<file path="config.mk">
export PLATFORM = sky130hd
export DESIGN_NAME = multicycle_ctrl
export DESIGN_NICKNAME = d
export VERILOG_FILES = /design/src/rtl/ctrl_pkg.sv /design/src/rtl/multicycle_ctrl_cond_unit.sv /design/src/rtl/multicycle_ctrl.sv
export SDC_FILE = /design/constraint.sdc
export NUM_CORES = 1
export LEC_CHECK = 0
export BUFFER_PORTS_ARGS = -buffer_cell sky130_fd_sc_hd__buf_2
export CORE_ASPECT_RATIO = 1.4
export CORE_MARGIN = 2
export CORE_UTILIZATION = 51
export DETAILED_ROUTE_END_ITERATION = 7
export GPL_ROUTABILITY_DRIVEN = 0
export PLACE_DENSITY_LB_ADDON = 0.12
export SLEW_MARGIN = 15
export SYNTH_ARGS = -nofsm -noshare
export SYNTH_HDL_FRONTEND = slang
export SYNTH_SLANG_ARGS = --single-unit
</file>
<file path="constraint.sdc">
create_clock -name clk -period 2.2 [get_ports clk]
set_input_delay 0.44 -clock clk [delete_from_list [all_inputs] [get_ports clk]]
set_output_delay 0.44 -clock clk [all_outputs]
set_load 0.01 [all_outputs]
</file>
<file path="src/rtl/ctrl_pkg.sv">
// Shared types and encodings for the multicycle ARM control unit:
// FSM states, ALU operation codes, DP command codes and condition codes.
package ctrl_pkg;

    typedef enum logic [3:0] {
        FETCH    = 4'd0,
        DECODE   = 4'd1,
        MEMADR   = 4'd2,
        MEMREAD  = 4'd3,
        MEMWB    = 4'd4,
        MEMWRITE = 4'd5,
        EXECR    = 4'd6,
        EXECI    = 4'd7,
        ALUWB    = 4'd8,
        BRANCH   = 4'd9
    } state_t;

    localparam logic [2:0] ALU_ADD = 3'b000;
    localparam logic [2:0] ALU_SUB = 3'b001;
    localparam logic [2:0] ALU_AND = 3'b010;
    localparam logic [2:0] ALU_ORR = 3'b011;
    localparam logic [2:0] ALU_EOR = 3'b100;

    // Funct[4:1] command field of data-processing instructions
    localparam logic [3:0] DP_AND = 4'b0000;
    localparam logic [3:0] DP_EOR = 4'b0001;
    localparam logic [3:0] DP_SUB = 4'b0010;
    localparam logic [3:0] DP_RSB = 4'b0011;
    localparam logic [3:0] DP_ADD = 4'b0100;
    localparam logic [3:0] DP_CMP = 4'b1010;
    localparam logic [3:0] DP_ORR = 4'b1100;

    localparam logic [3:0] COND_EQ = 4'h0;
    localparam logic [3:0] COND_NE = 4'h1;
    localparam logic [3:0] COND_CS = 4'h2;
    localparam logic [3:0] COND_CC = 4'h3;
    localparam logic [3:0] COND_MI = 4'h4;
    localparam logic [3:0] COND_PL = 4'h5;
    localparam logic [3:0] COND_VS = 4'h6;
    localparam logic [3:0] COND_VC = 4'h7;
    localparam logic [3:0] COND_HI = 4'h8;
    localparam logic [3:0] COND_LS = 4'h9;
    localparam logic [3:0] COND_GE = 4'hA;
    localparam logic [3:0] COND_LT = 4'hB;
    localparam logic [3:0] COND_GT = 4'hC;
    localparam logic [3:0] COND_LE = 4'hD;
    localparam logic [3:0] COND_AL = 4'hE;

endpackage

</file>
<file path="src/rtl/multicycle_ctrl_cond_unit.sv">
// NZCV flag register, condition evaluation latched as cond_ex, and
// flag writes gated by the latched condition result.
module cond_unit
    import ctrl_pkg::*;
(
    input  logic       clk,
    input  logic       rst_n,
    input  logic [3:0] Cond,
    input  logic [3:0] ALUFlags,
    input  logic       cond_latch,
    input  logic       flag_upd_nz,
    input  logic       flag_upd_cv,
    output logic [3:0] Flags,
    output logic       cond_ex
);
    logic n, z, c, v;
    logic pass;

    assign {n, z, c, v} = Flags;

    always_comb begin
        pass = 1'b0;
        case (Cond)
            COND_EQ: pass = z;
            COND_NE: pass = ~z;
            COND_CS: pass = c;
            COND_CC: pass = ~c;
            COND_MI: pass = n;
            COND_PL: pass = ~n;
            COND_VS: pass = v;
            COND_VC: pass = ~v;
            COND_HI: pass = c & ~z;
            COND_LS: pass = ~c | z;
            COND_GE: pass = ~(n ^ v);
            COND_LT: pass = n ^ v;
            COND_GT: pass = ~z & ~(n ^ v);
            COND_LE: pass = z | (n ^ v);
            COND_AL: pass = 1'b1;
            default: pass = 1'b0;
        endcase
    end

    always_ff @(posedge clk or negedge rst_n) begin
        if (!rst_n) begin
            Flags   <= 4'b0000;
            cond_ex <= 1'b0;
        end else begin
            if (cond_latch)
                cond_ex <= pass;
            if (flag_upd_nz && cond_ex)
                Flags[3:2] <= ALUFlags[3:2];
            if (flag_upd_cv && cond_ex)
                Flags[1:0] <= ALUFlags[1:0];
        end
    end

endmodule

</file>
<file path="src/rtl/multicycle_ctrl.sv">
// Multicycle ARM control FSM: fetch/decode/execute/memory/writeback sequencing.
// Optional PERF_CNT_EN adds cycle_cnt/instr_cnt performance counters.
module multicycle_ctrl
    import ctrl_pkg::*;
#(
    parameter int ALUCTRL_W = 3,
    parameter int BYTE_EN   = 1
) (
    input  logic                 clk,
    input  logic                 rst_n,
    input  logic [3:0]           Cond,
    input  logic [1:0]           Op,
    input  logic [5:0]           Funct,
    input  logic [3:0]           Rd,
    input  logic [3:0]           ALUFlags,
    input  logic                 mem_ready,
    output logic                 PCWrite,
    output logic                 AdrSrc,
    output logic                 IRWrite,
    output logic                 MemWrite,
    output logic                 MemByte,
    output logic                 RegWrite,
    output logic [1:0]           ResultSrc,
    output logic                 ALUSrcA,
    output logic [1:0]           ALUSrcB,
    output logic [1:0]           ImmSrc,
    output logic [1:0]           RegSrc,
    output logic                 Reverse,
    output logic [ALUCTRL_W-1:0] ALUControl,
    output logic [3:0]           Flags,
    output logic                 illegal
`ifdef PERF_CNT_EN
    ,
    output logic [31:0]          cycle_cnt,
    output logic [31:0]          instr_cnt
`endif
);
    state_t     state, state_nxt;
    logic       cond_ex, cond_latch, flag_upd_nz, flag_upd_cv, set_illegal;
    logic       pc_w, ir_w, mem_w, reg_w, mem_phase;
    logic [2:0] alu_op, dp_alu;
    logic       dp_rev, dp_cmp, dp_bad, dp_arith;

    cond_unit u_cond (
        .clk        (clk),
        .rst_n      (rst_n),
        .Cond       (Cond),
        .ALUFlags   (ALUFlags),
        .cond_latch (cond_latch),
        .flag_upd_nz(flag_upd_nz),
        .flag_upd_cv(flag_upd_cv),
        .Flags      (Flags),
        .cond_ex    (cond_ex)
    );

    always_comb begin
        dp_alu   = ALU_ADD;
        dp_rev   = 1'b0;
        dp_cmp   = 1'b0;
        dp_bad   = 1'b0;
        dp_arith = 1'b0;
        case (Funct[4:1])
            DP_ADD: dp_arith = 1'b1;
            DP_SUB: begin dp_alu = ALU_SUB; dp_arith = 1'b1; end
            DP_RSB: begin dp_alu = ALU_SUB; dp_arith = 1'b1; dp_rev = 1'b1; end
            DP_AND: dp_alu = ALU_AND;
            DP_ORR: dp_alu = ALU_ORR;
            DP_EOR: dp_alu = ALU_EOR;
            DP_CMP: begin dp_alu = ALU_SUB; dp_arith = 1'b1; dp_cmp = 1'b1; end
            default: dp_bad = 1'b1;
        endcase
    end

    always_ff @(posedge clk or negedge rst_n) begin
        if (!rst_n)
            state <= FETCH;
        else
            state <= state_nxt;
    end

    // Mux defaults are the FETCH settings so reset also presents them.
    always_comb begin
        state_nxt   = state;
        pc_w        = 1'b0;
        ir_w        = 1'b0;
        mem_w       = 1'b0;
        reg_w       = 1'b0;
        mem_phase   = 1'b0;
        cond_latch  = 1'b0;
        flag_upd_nz = 1'b0;
        flag_upd_cv = 1'b0;
        set_illegal = 1'b0;
        AdrSrc      = 1'b0;
        ALUSrcA     = 1'b1;
        ALUSrcB     = 2'b10;
        ResultSrc   = 2'b10;
        alu_op      = ALU_ADD;
        Reverse     = 1'b0;
        case (state)
            FETCH: begin
                ir_w = mem_ready;
                pc_w = mem_ready;
                if (mem_ready)
                    state_nxt = DECODE;
            end
            DECODE: begin
                cond_latch = 1'b1;
                case (Op)
                    2'b01:   state_nxt = MEMADR;
                    2'b00:   state_nxt = Funct[5] ? EXECI : EXECR;
                    2'b10:   state_nxt = BRANCH;
                    default: begin
                        state_nxt   = FETCH;
                        set_illegal = 1'b1;
                    end
                endcase
            end
            MEMADR: begin
                ALUSrcA   = 1'b0;
                ALUSrcB   = 2'b01;
                mem_phase = 1'b1;
                state_nxt = Funct[0] ? MEMREAD : MEMWRITE;
            end
            MEMREAD: begin
                AdrSrc    = 1'b1;
                mem_phase = 1'b1;
                if (mem_ready)
                    state_nxt = MEMWB;
            end
            MEMWB: begin
                ResultSrc = 2'b01;
                reg_w     = cond_ex;
                mem_phase = 1'b1;
                state_nxt = FETCH;
            end
            MEMWRITE: begin
                AdrSrc    = 1'b1;
                mem_w     = cond_ex;
                mem_phase = 1'b1;
                if (mem_ready)
                    state_nxt = FETCH;
            end
            EXECR, EXECI: begin
                ALUSrcA     = 1'b0;
                ALUSrcB     = (state == EXECI) ? 2'b01 : 2'b00;
                alu_op      = dp_alu;
                Reverse     = dp_rev;
                flag_upd_nz = ~dp_bad & (Funct[0] | dp_cmp);
                flag_upd_cv = ~dp_bad & (Funct[0] | dp_cmp) & dp_arith;
                set_illegal = dp_bad;
                state_nxt   = ALUWB;
            end
            ALUWB: begin
                ResultSrc = 2'b00;
                reg_w     = cond_ex & ~dp_cmp & ~dp_bad;
                pc_w      = cond_ex & ~dp_cmp & ~dp_bad & (Rd == 4'hF);
                state_nxt = FETCH;
            end
            BRANCH: begin
                ALUSrcA   = 1'b0;
                ALUSrcB   = 2'b01;
                pc_w      = cond_ex;
                state_nxt = FETCH;
            end
            default: state_nxt = FETCH;
        endcase
    end

    always_comb begin
        ImmSrc = 2'b00;
        RegSrc = 2'b00;
        case (Op)
            2'b01:   begin ImmSrc = 2'b01; RegSrc = 2'b10; end
            2'b10:   begin ImmSrc = 2'b10; RegSrc = 2'b01; end
            default: begin ImmSrc = 2'b00; RegSrc = 2'b00; end
        endcase
    end

    always_ff @(posedge clk or negedge rst_n) begin
        if (!rst_n)
            illegal <= 1'b0;
        else if (set_illegal)
            illegal <= 1'b1;
    end

    // Strobes are gated by rst_n so they drop the moment reset asserts.
    assign PCWrite    = pc_w  & rst_n;
    assign IRWrite    = ir_w  & rst_n;
    assign MemWrite   = mem_w & rst_n;
    assign RegWrite   = reg_w & rst_n;
    assign MemByte    = mem_phase & Funct[2] & (BYTE_EN != 0);
    assign ALUControl = ALUCTRL_W'(alu_op);

`ifdef PERF_CNT_EN
    always_ff @(posedge clk or negedge rst_n) begin
        if (!rst_n) begin
            cycle_cnt <= 32'd0;
            instr_cnt <= 32'd0;
        end else begin
            cycle_cnt <= cycle_cnt + 32'd1;
            if (state != FETCH && state_nxt == FETCH)
                instr_cnt <= instr_cnt + 32'd1;
        end
    end
`endif

endmodule

</file>
==> impl_results.md, run 1 <==
* Core area at 2000 sq um
* CTS resizes at 0
* Max-Cap Viols at 0
* Setup_tns at 0 ns
* Synth Flop Type: dfrtp_1
* Cell count after placement at 193
* Hold WC Path Type: in2async
* Hpwl dp at between 2000 and 2500 microns
* Clock latency on the worst-skew pair at approximately 0.26 ns
* Routed wire length at 2650 microns
* IO Port Bufs at 46
* Int Pwr at 701 uW
* P_leak at 0.000659 uW
* Synth Cell Area at around 1100 sq um
* Largest net degree at the start of global routing at 15
* Total CTS buffers at 3
* Drt pass-1 iters at 4
* Setup crit end kind: output port
* Clock share of power at between 10% and 20%
* Cell count after synthesis at 132
* Setup Fix Bufs, Post-CTS at 0
* Share of power burned in registers at about 32%
* Reg-to-reg startpoint: state[3]
* Worst slew pin tran at 0.436 ns
* Pwr/cell area at 957 nW/um^2
* Post-DRT Antenna Nets at 0
* Final setup vio count at 0
* DRC errors left at 0
* Gr usage total at 22.6%
* Data arrival, critical path at 1.63 ns
* Synth cell types at 50
* Die width at roughly 43 microns
* Gr ovfl total at 0
* Critical path type: reg2out
* Ys Warns at 0
* Seq cells post-synth at 10
* Die ar. at 2520 sq um
* # IOs at 47
* CP cell instances: buf_4 -> inv_2 -> a21o_1 -> a22o_1 -> buf_2
* Power, Total at 1280 uW
* ANT cells at 0
* Sw frac at between 40% and 50%
* FFs w/ async S/R, synth at 100%
* Fin crit share at 94.0%
* Peak supply drop at 0.613 mV
* Hold-fix buffers, CTS at 0
* Fmax at around 480 MHz
* Worst setup startpoint: state[1]
* Post-synth EDFFs at 0
* Min Tclk post-route at between 2 and 2.5 ns
* Nets@finish at 200
* Clock Skew at 0.00255 ns
* Outcome: completed
* Layout Area Growth over Synthesis at 23.2%
* Initial Util at 54.4%
* Bufs on Longest Clock Path at 2
* Clock Tree Root: clkbuf_4
* FILL cells at 191
* CP startpoint kind: flop
* Cell Rows at 19
* Routed len/inst at 13.5 microns
* Initial antenna violation count at 0
* Die Y-Extent at 58.6 microns
* H-tree depth at 1
* Seq/Total Area, Yosys at about 23%
* Fin cells at 197
* Slowest-stage cell, CP: dfrtp_1
* TritonCTS clock tree: built
* First-pass GRT wire length at approximately 4400 microns
* CP max stage delay at roughly 0.57 ns
* Slew Viols, Final at 0
* Synthesized net count at 155
* Sw power at 580 uW
* Worst-path clk slew at 0.07 ns
* Unrepaired setup endpoints after global routing: no
* Synth Area per Inst at 8.23 sq um
* Vias per std cell at 5.82
* Layout cells sized above 1 at a little under two fifths
* Comb pwr share at 54.8%
* DRT iter0 DRCs at 21
* Via count at 1147
* Relative slew slack at 71.0%
* CTS Sinks at 10
* Worst-path maximum fanout at 9
* Number of global-route vias before repair at 1048
* Req. time, crit path at 1.76 ns
* Fin. Hold Viols at 0
==> state kept, by name, summed over array words and instances, names as in the netlist <==
register,cells
u_cond.cond_ex,1
illegal,1
u_cond.Flags,4
state,4
==> logic make-up after synthesis <==
logic type	after synthesis	synth area share (%)
buffers and inverters	16	8.76
XOR/XNOR	5	4.03
AO/OA/AOI/OAI	35	23.8
AND/OR/NAND/NOR	59	33.4
flip-flops	10	23.0
multiplexers	7	6.91
==> critical path, delay by kind of cell (launching register included) <==
kind	cells	cell delay (ns)
compound gates	2	0.38
flops	1	0.57
buf+inv	3	0.42
==> per-layer routing <==
metal	GRT usage [%]	part of all wire, %	wire length (microns)	vias up
met5	0	0	0	-
li1	-	-	-	567
met3	1.84	6.1	161	6
met2	40.3	51	1350	53
met4	11.7	2.8	75	0
met1	26.6	40	1060	521
==> final cells by class <==
cell class                 instances  area [sq um]  share of cell area [%]
clock buffer                       4          36.3                    2.71
inverter                           6          22.5                    1.68
multi-input combinational        106           741                    55.4
sequential                        10           251                    18.8
tap                               21          26.3                    1.96
timing repair buffer              50           260                    19.5
==> stage by stage <==
| step | hold slack (ns) | instance area, sq um | util [%] | setup WS [ns] |
|---|---|---|---|---|
| after floorplan | 0.144 | 1090 | - | 0.420 |
| after global placement | 0.392 | 1300 | 65.1 | 0.287 |
| after detailed placement | 0.390 | 1300 | 65.1 | 0.251 |
| after CTS | 0.105 | 1340 | 66.9 | 0.0522 |
| after global routing | 0.112 | 1340 | 67.0 | 0.0400 |
| final | 0.106 | 1340 | 67.0 | 0.131 |
==> final timing paths <==
kind | to | slack, ns | cells past startpoint
setup / recovery | ALUSrcB[0] | 0.13 | 5
hold / removal | u_cond.cond_ex | 0.11 | 2
setup reg to reg | u_cond.cond_ex | 0.60 | 5
hold reg to reg | illegal | 0.52 | 2
max in group asynchronous | state[2] | 1.93 | 2
min in group clk | u_cond.Flags[3] | 0.40 | 2
==> synth_stat cells (2+ instances only) <==
library cell,number,share of area (%)
clkbuf_1,2,0.69
dfrtp_1,10,23
nor2_1,10,3.5
nor3_1,9,4.1
nand3b_1,2,1.4
nor2b_1,7,4.0
nand2_1,8,2.8
and4_1,2,1.6
buf_4,5,3.5
mux2i_1,3,2.8
o31ai_1,2,1.4
inv_1,5,1.7
nand3_1,3,1.4
buf_6,2,2.1
o21ai_0,4,1.8
nor3b_1,2,1.4
a21oi_1,5,2.3
xnor2_1,4,3.2
nand2b_1,6,3.5
a22oi_1,2,1.4
a31oi_1,3,1.7
o21ai_1,3,1.4
a21oi_2,2,1.6
o211ai_1,2,1.4
mux2_1,4,4.1
==> placed cells by master, fill, tap and decap left out, drive strengths merged, types with 2 or more instances in the layout <==
| cell type | n |
|---|---|
| mux2 | 4 |
| o21ai | 8 |
| buf | 50 |
| a21oi | 7 |
| nand3 | 3 |
| a22oi | 2 |
| dfrtp | 10 |
| inv | 6 |
| nand2b | 6 |
| nor3 | 9 |
| nor2 | 10 |
| clkbuf | 4 |
| nor2b | 7 |
| xnor2 | 4 |
| mux2i | 3 |
| and4 | 2 |
| o211ai | 2 |
| a31oi | 3 |
| o31ai | 2 |
| nand3b | 2 |
| nand2 | 9 |
| nor3b | 3 |
==> power groups by stage <==
stage                     Sequential [uW]  Clock (uW)  Combinational, uW
after floorplan                       353           0                540
after global placement                409           0                693
after detailed placement              412           0                704
after CTS                             409         169                709
after global routing                  432         178                777
final                                 413         166                702
No activity file was read; power rests on OpenSTA's default activity.
==> run 2, diff against run 1 <==
Settings changed: ABC_AREA from default to 1, CORE_UTILIZATION 51 to 49.
==> run 2 against run 1 <==
Compared with the run above:
- via count is 11% higher
- largest cell class unchanged
- synthesized area fell by 8.4%
- sequential power is 16% lower
- largest power group unchanged
- register-to-register slack improved by 0.18 ns
- critical path type unchanged
- highest routed layer unchanged
==> impl_results.md, run 2 <==
* Post-DRT Antenna Nets at 0
* R2R depth at 7
* Die Y-Extent at ~57 microns
* CP max stage delay at 0.44 ns
* Hpwl dp at 2230 microns
* Worst path bufs/invs at 2
* P_leak at 0.000741 uW
* Pwr/cell area at 905 nW/um^2
* Worst r2r dst: u_cond.Flags[0]
* Max-Cap Viols at 0
* Initial Util at 51.0%
* Worst slew pin tran at 0.295 ns
* Min Tclk post-route at between 2 and 2.5 ns
* Vias per std cell at approximately 5.2
* Seq/Total Area, Yosys at 25.2%
* Gr ovfl total at 0
* Setup_tns at 0 ns
* Nets@finish at 247
* CTS Sinks at 10
* Cell count after synthesis at approximately 170
* FILL cells at about 200
* Synthesized net count at 197
* Fin crit share at 95.1%
* Regs by FF count: state (4), u_cond.Flags (4)
* Worst setup startpoint: state[2]
* Total CTS buffers at 3
* Drt pass-1 iters at 4
* ANT cells at 0
* Clock Skew at 0.00480 ns
* Via count at 1278
* Synth Area per Inst at 5.72 sq um
* Fmax at 478 MHz
* Initial antenna violation count at 0
* Cell Rows at 19
* Hold WC Path Type: in2async
* Synth Cell Area at 995 sq um
* Commonest non-fill, non-tap cell in the layout: nand2_1
* CP cell instances: inv_1 -> nor2_1 -> nand2_1 -> nor2_1 -> nand2_1 -> a21oi_1 -> buf_2
* Post-synth EDFFs at 0
* Routed len/inst at 11.1 microns
* Routed wire length at 2710 microns
* FFs w/ async S/R, synth at 100%
* Fin. Hold Viols at 0
* DRC errors left at 0
* Unrepaired setup endpoints after global routing: no
* Footprint of the multi-input gates at 602 sq um
* Synth cell types at 25
* Critical path type: reg2out
* Die ar. at 2410 sq um
* CP startpoint kind: flop
* Layout Area Growth over Synthesis at 30.1%
* H-tree depth at 1
* Clock latency on the worst-skew pair at 0.28 ns
* Gr usage total at around 24%
* Seq. cell area at ~250 sq um
* Slowest-stage cell, CP: dfrtp_1
* Delay-heaviest family, CP: simple AND/OR/NAND/NOR gates
* Layout cells sized above 1 at just under 30%
* Worst-path maximum fanout at 3
* Slew Viols, Final at 0
* IO Port Bufs at 46
* CP endpoint: RegWrite
* Top post-synthesis cells by area: dfrtp_1, nand2_1, inv_1
* Most frequent cells in the layout: nand2_1, buf_2, inv_1
* Clock Tree Root: clkbuf_4
* Setup crit end kind: output port
* Final core utilization at roughly two thirds
* Reg-to-reg startpoint: state[1]
* Relative slew slack at 80.1%
* # IOs at 47
* Top cell type's share of synthesized area at 25.2%
* Data arrival, critical path at 1.65 ns
* Req. time, crit path at 1.76 ns
* Seq cells post-synth at 10
* Final setup vio count at 0
* Worst-path clk slew at around 0.080 ns
* Critical path depth in cells at 7
* Die width at around 42 microns
* Top-count cell post-synth: nand2_1
* Core area at approximately 2000 sq um
* Bufs on Longest Clock Path at 2
* Peak supply drop at 0.683 mV
* TritonCTS clock tree: built
* Number of global-route vias before repair at 1111
* Synth Flop Type: dfrtp_1
* Largest net degree at the start of global routing at 11
* Area leader, netlist: dfrtp_1
* First-pass GRT wire length at 4440 microns
* DRT iter0 DRCs at 38
* Commonest cells post-synth: nand2_1, inv_1, nor2_1, nand3_1, dfrtp_1
* Ys Warns at 0
* R2R Setup Slk at 0.78 ns
* Outcome: completed
==> run 2: stage by stage <==
| stage | power [uW] | instance area, sq um | hold WS [ns] | setup WS, ns | cells |
|---|---|---|---|---|---|
| finish | 1170 | 1290 | 0.101 | 0.108 | 244 |
| CTS | 1150 | 1280 | 0.111 | 0.0244 | 243 |
| detailed placement | 954 | 1240 | 0.418 | 0.230 | 239 |
| global placement | 941 | 1240 | 0.414 | 0.259 | 239 |
| floorplan | 749 | 995 | 0.144 | 0.480 | 174 |
| global route | 1270 | 1290 | 0.128 | 0.00687 | 244 |
==> run 2: area by class of cell <==
class	count	area share, %
inverter	33	9.57
tap	21	2.03
clock buffer	4	2.80
sequential	10	19.5
timing repair buffer	49	19.5
multi-input combinational	127	46.5
==> run 2: routing by layer <==
| layer | global-route usage (%) | part of all wire (%) | vias up |
|---|---|---|---|
| li1 | - | - | 650 |
| met5 | 0 | 0 | - |
| met1 | 25.4 | 38 | 566 |
| met3 | 2.22 | 5.7 | 11 |
| met4 | 14.3 | 3.8 | 0 |
| met2 | 45.5 | 53 | 51 |
==> run 2: power breakdown <==
group,switching (uW),internal (uW),leakage (uW)
clock network,76.6,101,0.0000210
logic,402,246,0.000600
registers,93.8,251,0.000121
==> run 2: how the worst min path moves through the flow <==
stage          start              end  slack [ns]
2_1_floorplan  rst_n          illegal        0.14
3_3_place_gp   rst_n  u_cond.Flags[0]        0.41
3_5_place_dp   rst_n  u_cond.Flags[1]        0.42
4_1_cts        rst_n  u_cond.Flags[0]        0.11
5_1_grt        rst_n  u_cond.Flags[1]        0.13
6_report       rst_n  u_cond.Flags[1]        0.10
==> run 2: cells by family after synthesis <==
logic type | after synthesis | synth area share, %
DFF | 10 | 25.2
AOI/OAI and AO/OA | 24 | 14.7
and+or+nand+nor | 103 | 45.3
buffers and inverters | 37 | 14.8
==> run 2: timing repair <==
action | in CTS | in global routing
endpoints found under the setup margin | 1 | 2
setup buffers | 0 | 1
hold buffers | 0 | 0
gates resized for setup | 1 | 2
pin swaps | 0 | 1
